`src/rtl/alu_driver_pkg.sv`:
```
// Shared types and constants for the ALU sequencing front end.
// Opcode encodings match the ALU's ALUControl input; flags are ordered {Z,O,N}.
package alu_pkg;

  localparam int ALU_W  = 19;
  localparam int FLAG_Z = 2;
  localparam int FLAG_O = 1;
  localparam int FLAG_N = 0;

  typedef enum logic [2:0] {
    OP_SUM  = 3'b000,
    OP_RES  = 3'b001,
    OP_MULT = 3'b010,
    OP_DIV  = 3'b011,
    OP_MOD  = 3'b100,
    OP_CLI  = 3'b101,
    OP_TRFI = 3'b110,
    OP_ALM  = 3'b111
  } alu_op_t;

  typedef enum logic [1:0] {
    IDLE = 2'd0,
    EXEC = 2'd1,
    WB   = 2'd2
  } drv_state_t;

  // Ops that go through the combinational divider and need the long EXEC window.
  function automatic logic is_multicycle(input alu_op_t op);
    return (op == OP_DIV) || (op == OP_MOD);
  endfunction

endpackage

```
`src/rtl/alu_driver_if.sv`:
```
// Bundle of decode-side handshake, ALU, writeback and store signals around alu_driver.
// master = the driver itself; slave = decode stage, ALU and memory around it.
interface alu_driver_if
  import alu_pkg::*;
#(
  parameter int N  = ALU_W,
  parameter int AW = 4
) ();

  logic          in_valid;
  logic          in_ready;
  logic [2:0]    in_op;
  logic [AW-1:0] in_rd;
  logic [AW-1:0] in_ra;
  logic [AW-1:0] in_rb;
  logic          in_imm_en;
  logic [N-1:0]  in_imm;
  logic [N-1:0]  alu_a;
  logic [N-1:0]  alu_b;
  logic [2:0]    alu_ctrl;
  logic [N-1:0]  alu_result;
  logic [2:0]    alu_flags;
  logic          wb_valid;
  logic [AW-1:0] wb_addr;
  logic [N-1:0]  wb_data;
  logic [2:0]    flags_q;
  logic          mem_we;
  logic [N-1:0]  mem_addr;
  logic [N-1:0]  mem_wdata;
  logic          busy;

  modport master (
    input  in_valid, in_op, in_rd, in_ra, in_rb, in_imm_en, in_imm,
    input  alu_result, alu_flags,
    output in_ready, alu_a, alu_b, alu_ctrl,
    output wb_valid, wb_addr, wb_data, flags_q,
    output mem_we, mem_addr, mem_wdata, busy
  );

  modport slave (
    output in_valid, in_op, in_rd, in_ra, in_rb, in_imm_en, in_imm,
    output alu_result, alu_flags,
    input  in_ready, alu_a, alu_b, alu_ctrl,
    input  wb_valid, wb_addr, wb_data, flags_q,
    input  mem_we, mem_addr, mem_wdata, busy
  );

endinterface

```
`src/rtl/alu_driver_reg_file.sv`:
```
// NREG x N register file: two asynchronous read ports, one synchronous write port.
// r0 always reads zero and ignores writes; all entries clear on reset.
module reg_file
  import alu_pkg::*;
#(
  parameter int N    = ALU_W,
  parameter int NREG = 16,
  parameter int AW   = $clog2(NREG)
) (
  input  logic          clk,
  input  logic          rst_n,
  input  logic          we,
  input  logic [AW-1:0] waddr,
  input  logic [N-1:0]  wdata,
  input  logic [AW-1:0] raddr_a,
  input  logic [AW-1:0] raddr_b,
  output logic [N-1:0]  rdata_a,
  output logic [N-1:0]  rdata_b
);

  logic [N-1:0] regs_r [NREG];

  // Storage: cleared on reset, written at the clock edge that ends WB.
  always_ff @(posedge clk or negedge rst_n) begin
    if (!rst_n) begin
      for (int i = 0; i < NREG; i++) begin
        regs_r[i] <= {N{1'b0}};
      end
    end else if (we && (waddr != {AW{1'b0}})) begin
      regs_r[waddr] <= wdata;
    end
  end

  assign rdata_a = (raddr_a == {AW{1'b0}}) ? {N{1'b0}} : regs_r[raddr_a];
  assign rdata_b = (raddr_b == {AW{1'b0}}) ? {N{1'b0}} : regs_r[raddr_b];

endmodule

```
`src/rtl/alu_driver.sv`:
```
// Issues one instruction at a time to the external ALU, holds DIV/MOD for a
// multicycle window, then writes the result back or issues an ALM store.
module alu_driver
  import alu_pkg::*;
#(
  parameter int N          = ALU_W,
  parameter int NREG       = 16,
  parameter int DIV_CYCLES = 3
) (
  input  logic         clk,
  input  logic         rst_n,
  alu_driver_if.master bus
);

  localparam int AW = $clog2(NREG);
  localparam int CW = (DIV_CYCLES > 1) ? $clog2(DIV_CYCLES) : 1;
  localparam logic [CW-1:0] CNT_ZERO = {CW{1'b0}};
  localparam logic [CW-1:0] CNT_ONE  = CW'(1);
  localparam logic [CW-1:0] CNT_LOAD = CW'(DIV_CYCLES - 1);

  drv_state_t    state_r;
  drv_state_t    state_s;
  alu_op_t       op_r;
  alu_op_t       in_op_s;
  logic [AW-1:0] rd_r;
  logic [N-1:0]  a_r;
  logic [N-1:0]  b_r;
  logic [CW-1:0] cnt_r;

  logic          wb_valid_r;
  logic [AW-1:0] wb_addr_r;
  logic [N-1:0]  wb_data_r;
  logic [2:0]    flags_r;
  logic          mem_we_r;
  logic [N-1:0]  mem_addr_r;
  logic [N-1:0]  mem_wdata_r;

  logic [N-1:0]  rdata_a_s;
  logic [N-1:0]  rdata_b_s;
  logic [N-1:0]  result_s;
  logic [2:0]    flags_s;
  logic          accept_s;
  logic          last_s;
  logic          div_zero_s;

  reg_file #(
    .N    (N),
    .NREG (NREG),
    .AW   (AW)
  ) u_reg_file (
    .clk     (clk),
    .rst_n   (rst_n),
    .we      (wb_valid_r),
    .waddr   (wb_addr_r),
    .wdata   (wb_data_r),
    .raddr_a (bus.in_ra),
    .raddr_b (bus.in_rb),
    .rdata_a (rdata_a_s),
    .rdata_b (rdata_b_s)
  );

  // Handshake/EXEC decode and divide-by-zero substitution of the ALU output.
  always_comb begin
    in_op_s    = alu_op_t'(bus.in_op);
    accept_s   = (state_r == IDLE) && bus.in_valid;
    last_s     = (state_r == EXEC) && (cnt_r == CNT_ZERO);
    div_zero_s = is_multicycle(op_r) && (b_r == {N{1'b0}});
    if (div_zero_s) begin
      result_s        = {N{1'b1}};
      flags_s         = 3'b000;
      flags_s[FLAG_O] = 1'b1;
      flags_s[FLAG_N] = 1'b1;
    end else begin
      result_s = bus.alu_result;
      flags_s  = bus.alu_flags;
    end
  end

  // Next-state logic for IDLE -> EXEC -> WB -> IDLE.
  always_comb begin
    state_s = state_r;
    case (state_r)
      IDLE: begin
        if (accept_s) state_s = EXEC;
        else          state_s = IDLE;
      end
      EXEC: begin
        if (last_s) state_s = WB;
        else        state_s = EXEC;
      end
      WB:      state_s = IDLE;
      default: state_s = IDLE;
    endcase
  end

  // State register.
  always_ff @(posedge clk or negedge rst_n) begin
    if (!rst_n) state_r <= IDLE;
    else        state_r <= state_s;
  end

  // Operand latch, EXEC down-counter, and registered writeback/store outputs.
  always_ff @(posedge clk or negedge rst_n) begin
    if (!rst_n) begin
      op_r        <= OP_SUM;
      rd_r        <= {AW{1'b0}};
      a_r         <= {N{1'b0}};
      b_r         <= {N{1'b0}};
      cnt_r       <= CNT_ZERO;
      wb_valid_r  <= 1'b0;
      wb_addr_r   <= {AW{1'b0}};
      wb_data_r   <= {N{1'b0}};
      flags_r     <= 3'b000;
      mem_we_r    <= 1'b0;
      mem_addr_r  <= {N{1'b0}};
      mem_wdata_r <= {N{1'b0}};
    end else begin
      if (accept_s) begin
        op_r  <= in_op_s;
        rd_r  <= bus.in_rd;
        a_r   <= rdata_a_s;
        b_r   <= bus.in_imm_en ? bus.in_imm : rdata_b_s;
        cnt_r <= is_multicycle(in_op_s) ? CNT_LOAD : CNT_ZERO;
      end else if ((state_r == EXEC) && (cnt_r != CNT_ZERO)) begin
        cnt_r <= cnt_r - CNT_ONE;
      end

      wb_valid_r <= 1'b0;
      mem_we_r   <= 1'b0;
      if (last_s) begin
        // ALM stores A at address B and leaves registers and status alone.
        if (op_r == OP_ALM) begin
          mem_we_r    <= 1'b1;
          mem_addr_r  <= b_r;
          mem_wdata_r <= a_r;
        end else begin
          wb_valid_r <= 1'b1;
          wb_addr_r  <= rd_r;
          wb_data_r  <= result_s;
          flags_r    <= flags_s;
        end
      end
    end
  end

  assign bus.in_ready  = rst_n && (state_r == IDLE);
  assign bus.busy      = (state_r != IDLE);
  assign bus.alu_a     = a_r;
  assign bus.alu_b     = b_r;
  assign bus.alu_ctrl  = op_r;
  assign bus.wb_valid  = wb_valid_r;
  assign bus.wb_addr   = wb_addr_r;
  assign bus.wb_data   = wb_data_r;
  assign bus.flags_q   = flags_r;
  assign bus.mem_we    = mem_we_r;
  assign bus.mem_addr  = mem_addr_r;
  assign bus.mem_wdata = mem_wdata_r;

endmodule

```
`src/flat_wrapper.sv`:
```
// flat-port wrapper written by rule: the top's interface ports become plain ports
module alu_driver_flat import alu_pkg::*;
#(
  parameter int N          = ALU_W,
  parameter int NREG       = 16,
  parameter int DIV_CYCLES = 3
)
  (clk, rst_n, bus_in_valid, bus_in_op, bus_in_rd, bus_in_ra, bus_in_rb, bus_in_imm_en, bus_in_imm, bus_alu_result, bus_alu_flags, bus_in_ready, bus_alu_a, bus_alu_b, bus_alu_ctrl, bus_wb_valid, bus_wb_addr, bus_wb_data, bus_flags_q, bus_mem_we, bus_mem_addr, bus_mem_wdata, bus_busy);
  alu_driver_if #(.N(N), .AW(4)) bus_i ();
  input  logic clk;
  input  logic rst_n;
  input wire logic [$bits(bus_i.in_valid)-1:0] bus_in_valid;
  input wire logic [$bits(bus_i.in_op)-1:0] bus_in_op;
  input wire logic [$bits(bus_i.in_rd)-1:0] bus_in_rd;
  input wire logic [$bits(bus_i.in_ra)-1:0] bus_in_ra;
  input wire logic [$bits(bus_i.in_rb)-1:0] bus_in_rb;
  input wire logic [$bits(bus_i.in_imm_en)-1:0] bus_in_imm_en;
  input wire logic [$bits(bus_i.in_imm)-1:0] bus_in_imm;
  input wire logic [$bits(bus_i.alu_result)-1:0] bus_alu_result;
  input wire logic [$bits(bus_i.alu_flags)-1:0] bus_alu_flags;
  output wire logic [$bits(bus_i.in_ready)-1:0] bus_in_ready;
  output wire logic [$bits(bus_i.alu_a)-1:0] bus_alu_a;
  output wire logic [$bits(bus_i.alu_b)-1:0] bus_alu_b;
  output wire logic [$bits(bus_i.alu_ctrl)-1:0] bus_alu_ctrl;
  output wire logic [$bits(bus_i.wb_valid)-1:0] bus_wb_valid;
  output wire logic [$bits(bus_i.wb_addr)-1:0] bus_wb_addr;
  output wire logic [$bits(bus_i.wb_data)-1:0] bus_wb_data;
  output wire logic [$bits(bus_i.flags_q)-1:0] bus_flags_q;
  output wire logic [$bits(bus_i.mem_we)-1:0] bus_mem_we;
  output wire logic [$bits(bus_i.mem_addr)-1:0] bus_mem_addr;
  output wire logic [$bits(bus_i.mem_wdata)-1:0] bus_mem_wdata;
  output wire logic [$bits(bus_i.busy)-1:0] bus_busy;
  assign bus_i.in_valid = bus_in_valid;
  assign bus_i.in_op = bus_in_op;
  assign bus_i.in_rd = bus_in_rd;
  assign bus_i.in_ra = bus_in_ra;
  assign bus_i.in_rb = bus_in_rb;
  assign bus_i.in_imm_en = bus_in_imm_en;
  assign bus_i.in_imm = bus_in_imm;
  assign bus_i.alu_result = bus_alu_result;
  assign bus_i.alu_flags = bus_alu_flags;
  assign bus_in_ready = bus_i.in_ready;
  assign bus_alu_a = bus_i.alu_a;
  assign bus_alu_b = bus_i.alu_b;
  assign bus_alu_ctrl = bus_i.alu_ctrl;
  assign bus_wb_valid = bus_i.wb_valid;
  assign bus_wb_addr = bus_i.wb_addr;
  assign bus_wb_data = bus_i.wb_data;
  assign bus_flags_q = bus_i.flags_q;
  assign bus_mem_we = bus_i.mem_we;
  assign bus_mem_addr = bus_i.mem_addr;
  assign bus_mem_wdata = bus_i.mem_wdata;
  assign bus_busy = bus_i.busy;
  alu_driver #(.N(N), .NREG(NREG), .DIV_CYCLES(DIV_CYCLES)) u_core (.clk(clk), .rst_n(rst_n), .bus(bus_i));
endmodule
```
`config.mk`:
```
export PLATFORM = sky130hd
export DESIGN_NAME = alu_driver_flat
export DESIGN_NICKNAME = d
export VERILOG_FILES = /design/src/rtl/alu_driver_pkg.sv /design/src/rtl/alu_driver_if.sv /design/src/rtl/alu_driver_reg_file.sv /design/src/rtl/alu_driver.sv /design/src/flat_wrapper.sv
export SDC_FILE = /design/constraint.sdc
export NUM_CORES = 1
export LEC_CHECK = 0
export BUFFER_PORTS_ARGS = -buffer_cell sky130_fd_sc_hd__buf_4
export CAP_MARGIN = 25
export CORE_AREA = 3 3 190 192
export CTS_CLUSTER_SIZE = 14
export DETAILED_ROUTE_END_ITERATION = 6
export DIE_AREA = 0 0 193 195
export PLACE_DENSITY_LB_ADDON = 0.12
export SYNTH_ARGS = -nofsm -noshare
export SYNTH_HDL_FRONTEND = slang
export SYNTH_SLANG_ARGS = --single-unit
```
`constraint.sdc`:
```
create_clock -name clk -period 2.64 [get_ports clk]
set_input_delay 0.396 -clock clk [delete_from_list [all_inputs] [get_ports clk]]
set_output_delay 0.396 -clock clk [all_outputs]
set_load 0.005 [all_outputs]
```
Yosys cells after proc, flatten, opt, wreduce, memory -nomap -nowiden
Index checks and enable logic that the tools add are counted.
{"block": "totals", "input_bits": 60, "mem_count": 0, "reg_bits": 419, "word_cells": 88, "ramBits": 0, "latchBits": 0, "rom_bits": 0}
{"block": "op_classes", "add_sub_neg": 1, "reduce_logical": 20, "mux": 24, "div": 0, "n_mul": 0, "n_shift": 0, "bitwise": 4, "n_lt_le_gt_ge": 4, "n_eq_ne": 6}
{"cell": "$bwmux 304", "count": 1}
{"cell": "$mux 19", "count": 9}
{"cell": "$bmux 19 s4", "count": 2}
{"cell": "$demux 19 s4", "count": 1}
{"cell": "$logic_not 19->1", "count": 1}
{"cell": "$ge 5x5->1 const B", "count": 3}
{"cell": "$not 4->5", "count": 3}
{"cell": "$eq 3x3->1 const B", "count": 3}
{"cell": "$logic_not 4->1", "count": 2}
{"cell": "$mux 2", "count": 4}
{"cell": "$logic_and 1x1->1", "count": 7}
{"cell": "$eq 3x2->1 const B", "count": 2}
{"cell": "$reduce_bool 2->1", "count": 3}
{"cell": "$lt 5x1->1 const B", "count": 1}
{"cell": "$mux 1", "count": 5}
{"cell": "$logic_not 2->1", "count": 2}
{"cell": "$pmux 2 s2", "count": 1}
{"cell": "$reduce_and 2->1", "count": 2}
{"cell": "$reduce_bool 4->1", "count": 1}
{"cell": "$mux 3", "count": 1}
{"cell": "$eq 2x1->1 const B", "count": 1}
{"cell": "$logic_or 1x1->1", "count": 2}
{"cell": "$sub 2x1->2 const B", "count": 1}
{"cell": "$not 1->1", "count": 1}

Logic depth before layout (Yosys ltp)
{"block": "logic_depth", "depth_word": 6, "ltp_mapped": 8, "mapped_depth_nobuf": 7}

By module
A second synthesis with hierarchy kept.
{"block": "unflattened", "hier_cells": 1453, "hier_area_um2": 20043.0}
{"mod": "reg_file", "seq_area_each_um2": 7156.9, "instances": 1, "area_each_um2": 15378.5, "cells_each": 1085}
{"mod": "alu_driver", "seq_area_each_um2": 2877.8, "instances": 1, "area_each_um2": 4664.5, "cells_each": 368}

Worst setup path after synthesis
Ideal clock, no wire load.
{"block": "synth_timing", "kind": "input to register", "start": "input port bus_in_rb[0]", "end": "register u_core.b_r[10], in the netlist u_core.bus.alu_b[10]", "setup_ns": 0.124, "path_slack_ns": 0.780, "cell_stages": 6, "arrival_ns": 1.736, "path_cell_list": "buf_2 -> buf_2 -> mux4_2 -> mux2i_1 -> nor3_1 -> a211o_1"}
{"block": "synth_between", "elab_chain_cells": 6}
{"element": "start: declaration", "line_no": "flat_wrapper.sv:16", "source": "input wire logic [$bits(bus_i.in_rb)-1:0] bus_in_rb;"}
{"element": "$not 4->5 (not written as such)", "line_no": "alu_driver_reg_file.sv:35", "source": "assign rdata_b = (raddr_b == {AW{1'b0}}) ? {N{1'b0}} : regs_r[raddr_b];"}
{"element": "$bmux 19 s4", "line_no": "alu_driver_reg_file.sv:35"}
{"element": "$mux 19 (not written as such) (2 in series)", "line_no": "alu_driver_reg_file.sv:35"}
{"element": "$mux 19 *", "line_no": "alu_driver_reg_file.sv:35"}
{"element": "$mux 19 *", "line_no": "alu_driver.sv:122", "source": "b_r <= bus.in_imm_en ? bus.in_imm : rdata_b_s;"}
{"element": "end signal: assignment", "line_no": "alu_driver.sv:108", "source": "b_r <= {N{1'b0}};"}
{"element": "end signal: assignment", "line_no": "alu_driver.sv:122"}
{"element": "end: declaration", "line_no": "alu_driver.sv:27", "source": "logic [N-1:0] b_r;"}
Every way passes the cells marked *; elsewhere a longest branch is shown, timed or not. The select of a mux whose other input is x is not followed.
A chain may end at the register's enable or synchronous reset.

Final worst setup path
{"block": "layout_timing", "start": "register u_core.state_r[0]", "end": "register u_core.a_r[12], in the netlist u_core.bus.alu_a[12]"}
{"block": "layout_between", "elab_chain_cells": 2}
{"element": "start: declaration", "line_no": "alu_driver.sv:21", "source": "drv_state_t state_r;"}
{"element": "start signal: assignment", "line_no": "alu_driver.sv:99", "source": "else state_r <= state_s;"}
{"element": "$logic_not 2->1", "line_no": "alu_driver.sv:65", "source": "accept_s = (state_r == IDLE) && bus.in_valid;"}
{"element": "$logic_and 1x1->1", "line_no": "alu_driver.sv:65"}
{"element": "end signal: assignment", "line_no": "alu_driver.sv:107", "source": "a_r <= {N{1'b0}};"}
{"element": "end signal: assignment", "line_no": "alu_driver.sv:121", "source": "a_r <= rdata_a_s;"}
{"element": "end: declaration", "line_no": "alu_driver.sv:26", "source": "logic [N-1:0] a_r;"}
Every way passes these cells.

==> reports/metrics.yaml <==
power_leakage_nw: 11.6
worst_pin_slew_ps: 945
cts_resized: 0
drc_errors: 0
use_met1_pct: 45.3
placed_cell_area_mm2: 0.0227
slowest_stage: "or3_1"
worstPathRequired_ps: 3090
nNetsFinal: 1780
ys_warn_count: 0
tns_ps: 0
vias: 14394
grt_pass1_wl_um: 89400
reg2reg_depth: 4
num_rows: 68
hold_buffers: 1
p_per_area_mw_per_mm2: 1040
slew-limit-headroom_pct: 37.0
final_common_cell: "dfrtp_1"
postCtsSetupBuffers: 0
grt_most_used_layer: "met2"
setup_viol_count_final: 0
cts_buffers: 45
met3_usage_pct: 9.62
clk_latency_ps: 560
grt_use_total_pct: 31.5
syn_area_mm2: 0.0207
ctsLongestPathBuffers: 3
drt-total-wl_um: 59000
synth.distinct_cells: 40
status: "completed"
register_area_mm2: 0.0105
drt-wirelength-per-cell_um: 26.7
use_met2_pct: 46.7
skew_ps: 14.4
drive_gt1_share_pct: 44.0
multi_input_area_mm2: 0.00958
io_buffers: 168
synth_nets: 1626
synthCells: 1565
cts_sinks: 419
pin_count: 169
firstDrtPassIters: 6
start_util_pct: 60.0
gp_congestion: 0.848
ys_seq_area_share_pct: 50.6
finalCriticalPeriod_ps: 2110
cts_tree: "yes"
die-area_mm2: 0.0376
final_area_mm2: 0.0243
post-route-period-util_pct: 79.9
maxCapViolCount: 0
fp.dieH_um: 195
timing.fmax_ghz: 0.474
syn-mean-instance-area_um2: 13.3
coreArea_mm2: 0.0345
cp_max_fo: 19
grt_pass1_vias: 14591
grt_overflow_total: 0
cts.htree.levels: 2
hpwl_um: 38400
crit_path_cell_trace: "nor2_4 -> nand2_2 -> or3_1 -> o221ai_1"
final_cell_mix: "dfrtp_1 (419), mux2_2 (362), buf_4 (227)"
viasPerCell: 6.52
endpoint_kind: "flop"
slew_violations: 0
hold_class: "in -> reg"
critPathKind: "reg -> reg"
hold_viol_final: 0
cp-start-kind: "flop"
grt_start_max_net_pins: 119
holdPathStages: 3
drt_iter0_markers: 1090
ys_seq_elements: 419
drtAntennaViolNets: 0
cpPeakStageDelay_ps: 750
crit_arrival_ps: 2560
clockRootBuffer: "clkbuf_16"
antenna_found_initial: 2
fillers: 2409
die_x_um: 193
ir_drop_mv: 0.650
antennaDiodeCount: 0
clk_pin_slew_worst_paths_ps: 60
area_delta_synth_final_pct: 17.1
rsz0062_at_grt: "false"
-- final cells by class --
| class | count | share of cell area, % |
|---|---|---|
| flip-flops and latches | 419 | 43.2 |
| clock buffers | 64 | 5.30 |
| multi-input cells | 1001 | 39.5 |
| clock inverters | 17 | 0.995 |
| repair buffers | 248 | 8.65 |
| well taps | 455 | 2.34 |
| inverters | 4 | 0.0618 |
-- worst paths after layout --
check                                                     startpoint                                         to  slack, ps
setup reg to reg                         u_core.state_r[0]$_DFF_PN0_           u_core.bus.alu_a[12]$_DFFE_PN0P_        530
setup / recovery                         u_core.state_r[0]$_DFF_PN0_           u_core.bus.alu_a[12]$_DFFE_PN0P_        530
min in group asynchronous                                      rst_n   u_core.u_reg_file.regs_r[81]$_DFFE_PN0P_        330
hold / removal                                          bus_in_rd[1]                 u_core.rd_r[1]$_DFFE_PN0P_         40
hold reg to reg            u_core.u_reg_file.regs_r[292]$_DFFE_PN0P_  u_core.u_reg_file.regs_r[292]$_DFFE_PN0P_        390
max in group asynchronous                                      rst_n  u_core.u_reg_file.regs_r[247]$_DFFE_PN0P_       1330
-- layer usage --
| layer | share of wire (%) | vias up |
|---|---|---|
| met3 | 9.4 | 135 |
| met2 | 45 | 589 |
| met5 | 0 | - |
| li1 | - | 6112 |
| met4 | 3.1 | 0 |
| met1 | 43 | 7558 |
-- cell usage after synthesis --
master / n / area, um^2
a211o_1: 19 / 166
a21oi_1: 42 / 210
a221oi_1: 20 / 175
a22o_1: 2 / 17.5
a22oi_1: 38 / 285
a31o_2: 1 / 8.76
and2_1: 3 / 18.8
and3_1: 1 / 6.26
and3b_1: 1 / 8.76
buf_1: 5 / 18.8
buf_2: 54 / 270
buf_4: 9 / 67.6
buf_6: 5 / 56.3
clkbuf_1: 67 / 251
clkbuf_2: 1 / 5.00
clkinv_1: 1 / 3.75
dfrtp_1: 419 / 10500
ha_1: 1 / 12.5
inv_1: 3 / 11.3
mux2_2: 362 / 4080
mux2i_1: 152 / 1520
mux4_2: 76 / 1710
nand2_1: 96 / 360
nand2_2: 1 / 6.26
nand2b_1: 5 / 31.3
nand3_1: 3 / 15.0
nand3b_1: 4 / 30.0
nand4_1: 1 / 6.26
nor2_1: 83 / 312
nor2_2: 10 / 62.6
nor2_4: 1 / 11.3
nor2b_1: 4 / 25.0
nor3_1: 23 / 115
nor3b_1: 2 / 15.0
nor4_1: 4 / 25.0
o21ai_0: 1 / 5.00
o21bai_1: 1 / 7.51
o221ai_1: 19 / 166
o22ai_1: 20 / 125
or3_1: 5 / 31.3
-- logic make-up after synthesis --
family          count (synthesis)  share of synthesized area (%)
buf+inv                       145                           3.30
compound gates                163                           5.63
flops                         419                           50.6
mux                           590                           35.2
fa+ha+maj                       1                         0.0603
simple gates                  247                           5.21
-- worst max-delay path: cells and delay by family (launching register included) --
family	cells	cell delay, ps
AOI/OAI and AO/OA	1	380
and+or+nand+nor	3	1130
DFF	1	490
-- flip-flops by register name, summed over array words and instances (netlist names) --
register                  cells
u_core.bus.mem_wdata         19
u_core.u_reg_file.regs_r    304
u_core.state_r                2
u_core.bus.mem_addr          19
u_core.bus.flags_q            3
u_core.bus.wb_addr            4
u_core.bus.wb_valid           1
u_core.bus.alu_a             19
u_core.bus.wb_data           19
u_core.rd_r                   4
u_core.bus.alu_b             19
u_core.cnt_r                  2
u_core.bus.mem_we             1
u_core.bus.alu_ctrl           3
-- where the power goes --
part / switching (mW) / internal, mW
Combinational: 3.15 / 4.24
Sequential: 2.54 / 8.67
Clock: 2.58 / 3.98
-- through the flow --
step	cells	hold WS (ps)	power (mW)	utilization [%]	worst slack (ps)
after floorplan	1565	100	15.0	-	780
after global placement	2125	311	18.2	65.8	371
after detailed placement	2126	311	18.5	65.8	354
after CTS	2208	31.9	25.1	70.3	550
after global routing	2208	59.3	26.4	70.3	441
final	2208	42.5	25.1	70.3	531
Power figures use the tool's default switching activity.
